--- config.mk ---
export PLATFORM = sky130hd
export DESIGN_NAME = axi_line_fetcher_flat
export DESIGN_NICKNAME = d
export VERILOG_FILES = /design/src/rtl/axi_line_fetcher_pkg.sv /design/src/rtl/axi_read_if.sv /design/src/rtl/axi_line_fetcher.sv /design/src/flat_wrapper.sv
export SDC_FILE = /design/constraint.sdc
export NUM_CORES = 1
export LEC_CHECK = 0
export CELL_PAD_IN_SITES_DETAIL_PLACEMENT = 1
export CELL_PAD_IN_SITES_GLOBAL_PLACEMENT = 2
export CORE_ASPECT_RATIO = 1.2
export CORE_MARGIN = 2
export CORE_UTILIZATION = 32
export DETAILED_ROUTE_END_ITERATION = 8
export HOLD_SLACK_MARGIN = 0.02
export PLACE_DENSITY = 0.91
export SYNTH_ARGS = -nofsm -noshare
export SYNTH_HDL_FRONTEND = slang
export SYNTH_SLANG_ARGS = --single-unit
export TNS_END_PERCENT = 20
--- constraint.sdc ---
create_clock -name clk -period 5.5 [get_ports clk]
set_clock_uncertainty 0.1 [all_clocks]
set_input_delay 1.375 -clock clk [delete_from_list [all_inputs] [get_ports clk]]
set_output_delay 1.375 -clock clk [all_outputs]
set_load 0.005 [all_outputs]
--- src/rtl/axi_line_fetcher_pkg.sv ---
// Shared definitions for the instruction-side line fetcher: address width,
// AXI response codes and the fetch state encoding.
package axi_line_fetcher_pkg;

  localparam int unsigned ADDR_WIDTH = 32;

  localparam logic [1:0] AXI_RESP_OKAY   = 2'b00;
  localparam logic [1:0] AXI_RESP_EXOKAY = 2'b01;
  localparam logic [1:0] AXI_RESP_SLVERR = 2'b10;
  localparam logic [1:0] AXI_RESP_DECERR = 2'b11;

  typedef enum logic [1:0] {
    ST_IDLE = 2'd0,
    ST_AR   = 2'd1,
    ST_R    = 2'd2,
    ST_RESP = 2'd3
  } fetch_state_e;

endpackage

--- src/rtl/axi_read_if.sv ---
// AXI read address and read data channels, 32-bit data.
interface axi_read_if;

  logic [axi_line_fetcher_pkg::ADDR_WIDTH-1:0] araddr;
  logic [7:0]                                  arlen;
  logic                                        arvalid;
  logic                                        arready;
  logic [31:0]                                 rdata;
  logic                                        rvalid;
  logic                                        rready;
  logic                                        rlast;
  logic [1:0]                                  rresp;

  modport master (
    output araddr, arlen, arvalid, rready,
    input  arready, rdata, rvalid, rlast, rresp
  );

  modport slave (
    input  araddr, arlen, arvalid, rready,
    output arready, rdata, rvalid, rlast, rresp
  );

endinterface

--- src/rtl/axi_line_fetcher.sv ---
// AXI read master that refills one cache line per request with a single
// INCR burst and returns the assembled line plus an error flag.
module axi_line_fetcher #(
  parameter int unsigned ADDR_WIDTH = axi_line_fetcher_pkg::ADDR_WIDTH,
  parameter int unsigned DATA_WIDTH = 32,
  parameter int unsigned BEATS      = 4
) (
  input  logic                          clk,
  input  logic                          rst_n,
  input  logic                          req_valid,
  output logic                          req_ready,
  input  logic [ADDR_WIDTH-1:0]         req_addr,
  output logic                          resp_valid,
  input  logic                          resp_ready,
  output logic [BEATS*DATA_WIDTH-1:0]   resp_line,
  output logic                          resp_err,
  axi_read_if.master                    axi_if
);

  import axi_line_fetcher_pkg::*;

  localparam int unsigned LINE_W = BEATS * DATA_WIDTH;
  localparam int unsigned CNT_W  = $clog2(BEATS + 1);
  localparam logic [ADDR_WIDTH-1:0] OFF_MASK = ADDR_WIDTH'(BEATS * 4 - 1);

  fetch_state_e          state_q, state_d;
  logic [ADDR_WIDTH-1:0] araddr_q, araddr_d;
  logic                  arvalid_q, arvalid_d;
  logic                  resp_valid_q, resp_valid_d;
  logic                  resp_err_q, resp_err_d;
  logic [LINE_W-1:0]     line_q, line_d;
  logic [CNT_W-1:0]      cnt_q, cnt_d;

  logic req_ready_c, rready_c;
  logic req_hs, ar_hs, r_hs, resp_hs;

  assign req_ready_c = (state_q == ST_IDLE);
  assign rready_c    = (state_q == ST_R);

  assign req_hs  = req_valid & req_ready_c;
  assign ar_hs   = arvalid_q & axi_if.arready;
  assign r_hs    = axi_if.rvalid & rready_c;
  assign resp_hs = resp_valid_q & resp_ready;

  always_ff @(posedge clk or negedge rst_n) begin
    if (!rst_n) state_q <= ST_IDLE;
    else        state_q <= state_d;
  end

  always_comb begin
    state_d = state_q;
    case (state_q)
      ST_IDLE: if (req_hs)                    state_d = ST_AR;
      ST_AR:   if (ar_hs)                     state_d = ST_R;
      ST_R:    if (r_hs && axi_if.rlast)      state_d = ST_RESP;
      ST_RESP: if (resp_hs)                   state_d = ST_IDLE;
      default:                                state_d = ST_IDLE;
    endcase
  end

  // Next values for the registered outputs, line buffer and beat counter.
  always_comb begin
    araddr_d     = araddr_q;
    arvalid_d    = arvalid_q;
    resp_valid_d = resp_valid_q;
    resp_err_d   = resp_err_q;
    line_d       = line_q;
    cnt_d        = cnt_q;
    case (state_q)
      ST_IDLE: begin
        if (req_hs) begin
          araddr_d   = req_addr & ~OFF_MASK;
          arvalid_d  = 1'b1;
          line_d     = '0;
          resp_err_d = 1'b0;
          cnt_d      = '0;
        end
      end
      ST_AR: begin
        if (ar_hs) arvalid_d = 1'b0;
      end
      ST_R: begin
        if (r_hs) begin
          if (cnt_q < CNT_W'(BEATS)) begin
            for (int unsigned k = 0; k < BEATS; k++) begin
              if (cnt_q == CNT_W'(k)) line_d[k*DATA_WIDTH +: DATA_WIDTH] = axi_if.rdata;
            end
            cnt_d = cnt_q + CNT_W'(1);
            if (axi_if.rresp != AXI_RESP_OKAY) resp_err_d = 1'b1;
          end else begin
            // Beyond the line: swallow the beat but flag the overrun.
            resp_err_d = 1'b1;
          end
          if (axi_if.rlast) begin
            resp_valid_d = 1'b1;
            if (cnt_q < CNT_W'(BEATS - 1)) resp_err_d = 1'b1;
          end
        end
      end
      ST_RESP: begin
        if (resp_hs) resp_valid_d = 1'b0;
      end
      default: ;
    endcase
  end

  always_ff @(posedge clk or negedge rst_n) begin
    if (!rst_n) begin
      araddr_q     <= '0;
      arvalid_q    <= 1'b0;
      resp_valid_q <= 1'b0;
      resp_err_q   <= 1'b0;
      line_q       <= '0;
      cnt_q        <= '0;
    end else begin
      araddr_q     <= araddr_d;
      arvalid_q    <= arvalid_d;
      resp_valid_q <= resp_valid_d;
      resp_err_q   <= resp_err_d;
      line_q       <= line_d;
      cnt_q        <= cnt_d;
    end
  end

  assign req_ready      = req_ready_c;
  assign resp_valid     = resp_valid_q;
  assign resp_line      = line_q;
  assign resp_err       = resp_err_q;
  assign axi_if.araddr  = araddr_q;
  assign axi_if.arlen   = 8'(BEATS - 1);
  assign axi_if.arvalid = arvalid_q;
  assign axi_if.rready  = rready_c;

endmodule

--- src/flat_wrapper.sv ---
// flat-port wrapper written by rule: the top's interface ports become plain ports
module axi_line_fetcher_flat import axi_line_fetcher_pkg::*;
#(
  parameter int unsigned ADDR_WIDTH = axi_line_fetcher_pkg::ADDR_WIDTH,
  parameter int unsigned DATA_WIDTH = 32,
  parameter int unsigned BEATS      = 4
)
  (clk, rst_n, req_valid, req_ready, req_addr, resp_valid, resp_ready, resp_line, resp_err, axi_if_araddr, axi_if_arlen, axi_if_arvalid, axi_if_rready, axi_if_arready, axi_if_rdata, axi_if_rvalid, axi_if_rlast, axi_if_rresp);
  axi_read_if axi_if_i ();
  input  logic clk;
  input  logic rst_n;
  input  logic req_valid;
  output logic req_ready;
  input  logic [ADDR_WIDTH-1:0] req_addr;
  output logic resp_valid;
  input  logic resp_ready;
  output logic [BEATS*DATA_WIDTH-1:0] resp_line;
  output logic resp_err;
  output wire logic [$bits(axi_if_i.araddr)-1:0] axi_if_araddr;
  output wire logic [$bits(axi_if_i.arlen)-1:0] axi_if_arlen;
  output wire logic [$bits(axi_if_i.arvalid)-1:0] axi_if_arvalid;
  output wire logic [$bits(axi_if_i.rready)-1:0] axi_if_rready;
  input wire logic [$bits(axi_if_i.arready)-1:0] axi_if_arready;
  input wire logic [$bits(axi_if_i.rdata)-1:0] axi_if_rdata;
  input wire logic [$bits(axi_if_i.rvalid)-1:0] axi_if_rvalid;
  input wire logic [$bits(axi_if_i.rlast)-1:0] axi_if_rlast;
  input wire logic [$bits(axi_if_i.rresp)-1:0] axi_if_rresp;
  assign axi_if_araddr = axi_if_i.araddr;
  assign axi_if_arlen = axi_if_i.arlen;
  assign axi_if_arvalid = axi_if_i.arvalid;
  assign axi_if_rready = axi_if_i.rready;
  assign axi_if_i.arready = axi_if_arready;
  assign axi_if_i.rdata = axi_if_rdata;
  assign axi_if_i.rvalid = axi_if_rvalid;
  assign axi_if_i.rlast = axi_if_rlast;
  assign axi_if_i.rresp = axi_if_rresp;
  axi_line_fetcher #(.ADDR_WIDTH(ADDR_WIDTH), .DATA_WIDTH(DATA_WIDTH), .BEATS(BEATS)) u_core (.clk(clk), .rst_n(rst_n), .req_valid(req_valid), .req_ready(req_ready), .req_addr(req_addr), .resp_valid(resp_valid), .resp_ready(resp_ready), .resp_line(resp_line), .resp_err(resp_err), .axi_if(axi_if_i));
endmodule
[After elaboration in Yosys (flattened, before gate mapping)]
Index checks and enable logic that the tools add are counted.
W data, S select, Z words.
Word-level totals
  bits in registers: 164
  output and inout bits: 173
  logic and storage cells: 82
Cells by class
  add/sub/neg operators: 1
  magnitude comparators: 2
  equal/unequal tests: 17
  muxes and demuxes: 31
  bitwise logic cells: 4
  reductions and logical operators: 17
Operators by type and width (count)
  $mux W128: 3
  $pmux W128 S2: 1
  $mux W32: 4
  $reduce_and A5 Y1: 4
  $ne A2 B2 Y1 const B: 9
  $reduce_and A4 Y1: 3
  $mux W1: 11
  $mux W3: 3
  $mux W2: 4
  $pmux W2 S4: 1
  $reduce_bool A2 Y1: 4
  $eq A3 B2 Y1 const B: 2
  $pmux W1 S2: 3
  $pmux W3 S2: 1
  $reduce_and A3 Y1: 2
  $and A1 B1 Y1: 4
  $eq A2 B2 Y1 const B: 2
  $ne A2 B1 Y1 const B: 2
  $add A3 B1 Y3 const B: 1
  $eq A3 B1 Y1 const B: 1
  $logic_not A3 Y1: 1
  $lt A3 B2 Y1 const B: 1
  $lt A3 B3 Y1 const B: 1
  $eq A2 B1 Y1 const B: 1
  3 further kinds: 3

[Longest topological paths before layout]
  word-level depth: 7
  gate-level depth with buffers: 7
  gate-level depth less buffers: 5

[Worst setup path after synthesis]
No wires, ideal clock.
  path type: input port to flip-flop
  start: input req_valid
  end: register u_core.line_q[90], in the netlist u_core.resp_line[90]
  data arrival time: 2.263 ns
  path slack: 3.012 ns
  stages on the path: 4
  path buffers: 1
  cells stage by stage: mux2i_4 a21oi_4 buf_6 mux2_4
On the way
  longest elaborated chain between the ends: 3
Ends and longest elaborated chain
  from (decl): RTL line flat_wrapper.sv:12  | input logic req_valid;
  $and A1 B1 Y1: RTL line axi_line_fetcher.sv:40  | assign req_hs = req_valid & req_ready_c;
  $ne A2 B2 Y1 (no line)
  $reduce_and A5 Y1 (no line)
  to (signal assigned): RTL line axi_line_fetcher.sv:120  | line_q <= line_d;
  to (decl): RTL line axi_line_fetcher.sv:31  | logic [LINE_W-1:0] line_q, line_d;
No other way between the ends.
A chain may end at the register's enable or synchronous reset.

[Worst setup path in the final report]
  start: register u_core.state_q[0]
  end: output axi_if_rready
On the way
  longest elaborated chain between the ends: 1
Ends and longest elaborated chain
  from (decl): RTL line axi_line_fetcher.sv:26  | fetch_state_e state_q, state_d;
  from (signal assigned): RTL line axi_line_fetcher.sv:47  | else state_q <= state_d;
  $eq A2 B2 Y1: RTL line axi_line_fetcher.sv:38  | assign rready_c = (state_q == ST_R);
  to (decl): RTL line flat_wrapper.sv:22  | output wire logic [$bits(axi_if_i.rready)-1:0] axi_if_rready;
No other way between the ends.

==> metrics.md <==
| Metric | Value |
|---|---|
| Hold Crit Class | reg2reg |
| Clock buffer depth | 2 |
| CP Class | reg2out |
| Root Driver | clkbuf_16 |
| Placement row count | 58 |
| Final setup margin | 1.98 ns |
| Area Growth Syn to Fin | 45.6% |
| Layout net count | 758 |
| Post-CTS Setup Bufs | 0 |
| First-pass GRT wire length | 29200 um |
| Commonest non-fill, non-tap cells in the layout | clkdlybuf4s50_1 (228), dfrtp_1 (164), mux2_2 (148) |
| Post-synth EDFFs | 0 |
| Setup WS pre-CTS | 1.55 ns |
| Hold Path Sink | u_core.axi_if.araddr[23]$_DFFE_PN0P_ |
| Ant. Diodes | 0 |
| Asr flop ratio synth | 1.00 |
| Synth Flop Type | dfrtp_1 |
| Crit-path max FO | 17 |
| Die area | 0.0225 mm^2 |
| Syn Area/Cell | 15.4 um^2 |
| Ys Warns | 0 |
| Commonest non-fill, non-tap cell in the layout | clkdlybuf4s50_1 |
| Final Max Tran Viols | 0 |
| VDD IR-drop max | 0.000188 V |
| CP required | 4.03 ns |
| Largest net degree at the start of global routing | 86 |
| Post-DP Area | 0.00930 mm^2 |
| Total grt overflow | 0 |
| Top-Level Pins | 246 |
| F_max | 0.284 GHz |
| CP Data Arrival Time | 2.05 ns |
| Routed WL | 18600 um |
| Yosys top cell area share | 0.601 |
| RSZ-0062 raised after global routing | no |
| Total GRT Usage | 0.172 |
| CTS Sinks | 164 |
| Share of cells above drive strength 1 | 0.300 |
| Routed vias/inst | 4.62 |
| First-pass detailed-route iteration total | 4 |
| GP Congestion | 0.719 |
| Slowest cell on crit path | clkdlybuf4s50_1 |
| Clk Latency, worst-skew pair | 0.41 ns |
| Synth cell types | 30 |
| Sequential share of the synthesized area | 0.601 |
| Core area | 0.0210 mm^2 |
| 1st-iter DRT viols | 99 |
| Worst slew margin | 0.473 |
| Die Y | 164 um |
| Synthesized flop and latch total | 164 |
| DP Wirelength | 13100 um |
| Worst R2R End | u_core.resp_line[117]$_DFFE_PN0P_ |
| Worst-Margin Slew | 0.791 ns |
| Die width | 137 um |
| Final setup vio count | 0 |
| Vias post-DR | 4426 |
| DRC errors left | 0 |
| Area contributors post-synth | dfrtp_1 (60%), mux2_2 (24%), and2_1 (2.9%) |
| Final-report hold violation count | 0 |
| CTS tree | done |
| Post-CTS resize count | 0 |
| Cell area after synthesis | 0.00683 mm^2 |
| Max_cap viols | 0 |
| Initial antenna violation count | 0 |
| R2R depth | 6 |
| Final instance area | 0.00994 mm^2 |
| Status | finished, final reports clean |
| Max incr delay on CP | 0.60 ns |
| Number of global-route vias before repair | 5109 |
| Syn Inst Count | 442 |
| Post-route minimum period | 3.52 ns |
| I/O Buffers | 229 |
| Final Cycle Share | 0.640 |
| H-tree levels | 4 |
| Cell taking the most area after synthesis | dfrtp_1 |
| Total CTS buffers | 17 |
| Register clock-pin slew on the reported worst setup and hold paths | 0.07 ns |
| Antenna-violating nets left | 0 |
| Leak | 0.00460 uW |
| Cells on Worst Hold Path | 1 |
| Reg-to-reg setup timing slack | 2.52 ns |
| Reg2reg start | u_core.state_q[0]$_DFFE_PN0P_ |
| Worst-path cell chain | inv_1, ha_2, clkdlybuf4s50_1 |
| Drt wl/cell | 19.4 um |
| Pwr per Cell Area | 259 mW/mm^2 |
| Hold_sp | u_core.axi_if.araddr[23]$_DFFE_PN0P_ |
| Initial cell density of the core | 0.325 |
| Crit. End Element | output pin |
| Cts hold-fix bufs | 0 |
| Startpoint types | flop |
| Setup TNS | 0 ns |
[through the flow]
| stage | hold slack [ns] | std cells | utilization | total power [uW] |
|---|---|---|---|---|
| 3_5_place_dp | 0.395 | 927 | 0.443 | 1310 |
| 6_report | 0.406 | 959 | 0.474 | 2580 |
| 2_1_floorplan | 0.384 | 452 | - | 1240 |
| 3_3_place_gp | 0.380 | 927 | 0.443 | 1310 |
| 4_1_cts | 0.410 | 959 | 0.474 | 2620 |
| 5_1_grt | 0.422 | 959 | 0.474 | 2680 |
[area by class of cell]
type,count,area (um^2)
fillers,2117,11000
multi-input cells,248,2470
clock buffers,17,425
clock inverters,15,216
repair buffers,238,2360
flip-flops and latches,164,4100
inverters,7,26.3
well taps,270,338
[Yosys cell counts, drive strengths merged, types with 2 or more instances]
cell      n
nand3b    4
o21ai     3
nor2b     2
inv       7
nor3      3
nor2      2
conb      2
mux2    157
mux2i     2
and2     32
a211oi    2
nand3     3
buf      25
o22a      2
nand2     3
a21boi    2
a21oi     5
clkbuf    8
ha        9
dfrtp   164
[how the worst max path moves through the flow]
stage,cells past startpoint,end,startpoint,slack [ns]
after floorplan,4,u_core.resp_line[90]$_DFFE_PN0P_,req_valid,3.01
after global placement,5,u_core.resp_line[16]$_DFFE_PN0P_,axi_if_rvalid,1.60
after global routing,3,axi_if_rready,u_core.state_q[0]$_DFFE_PN0P_,1.85
final,3,axi_if_rready,u_core.state_q[0]$_DFFE_PN0P_,1.98
after detailed placement,5,u_core.resp_line[117]$_DFFE_PN0P_,axi_if_rvalid,1.55
after CTS,3,axi_if_rready,u_core.state_q[0]$_DFFE_PN0P_,1.93
[worst max-delay path: cells and delay by family, from the launching register on]
kind,cells,cell delay (ns)
fa+ha+maj,1,0.49
buf+inv,2,0.72
flops,1,0.41
[state kept, by name (all words and copies together), names as in the netlist]
signal	count
u_core.axi_if.araddr	28
u_core.cnt_q	3
u_core.state_q	2
u_core.resp_err	1
u_core.axi_if.arvalid	1
u_core.resp_valid	1
u_core.resp_line	128
[logic make-up after synthesis]
| family | count (synthesis) | synth area share |
|---|---|---|
| flops | 164 | 0.601 |
| mux | 159 | 0.269 |
| simple gates | 50 | 0.0438 |
| buf+inv | 40 | 0.0429 |
| compound gates | 18 | 0.0257 |
| fa+ha+maj | 9 | 0.0165 |
| other cells | 2 | 0.00110 |
[layer usage]
metal  wire length, um  GRT usage
met1              7340      0.197
met2             10000      0.313
met3              1040     0.0466
met4               180     0.0436
met5                 0          0
[report_power, final]
| part | leakage, uW | switching [uW] | total [uW] | internal [uW] |
|---|---|---|---|---|
| Sequential | 0.00228 | 0 | 1210 | 1210 |
| Combinational | 0.00201 | 34.1 | 77.3 | 43.3 |
| Clock | 0.000313 | 520 | 1290 | 774 |
| Total | 0.00460 | 554 | 2580 | 2020 |
Power figures use the tool's default switching activity.
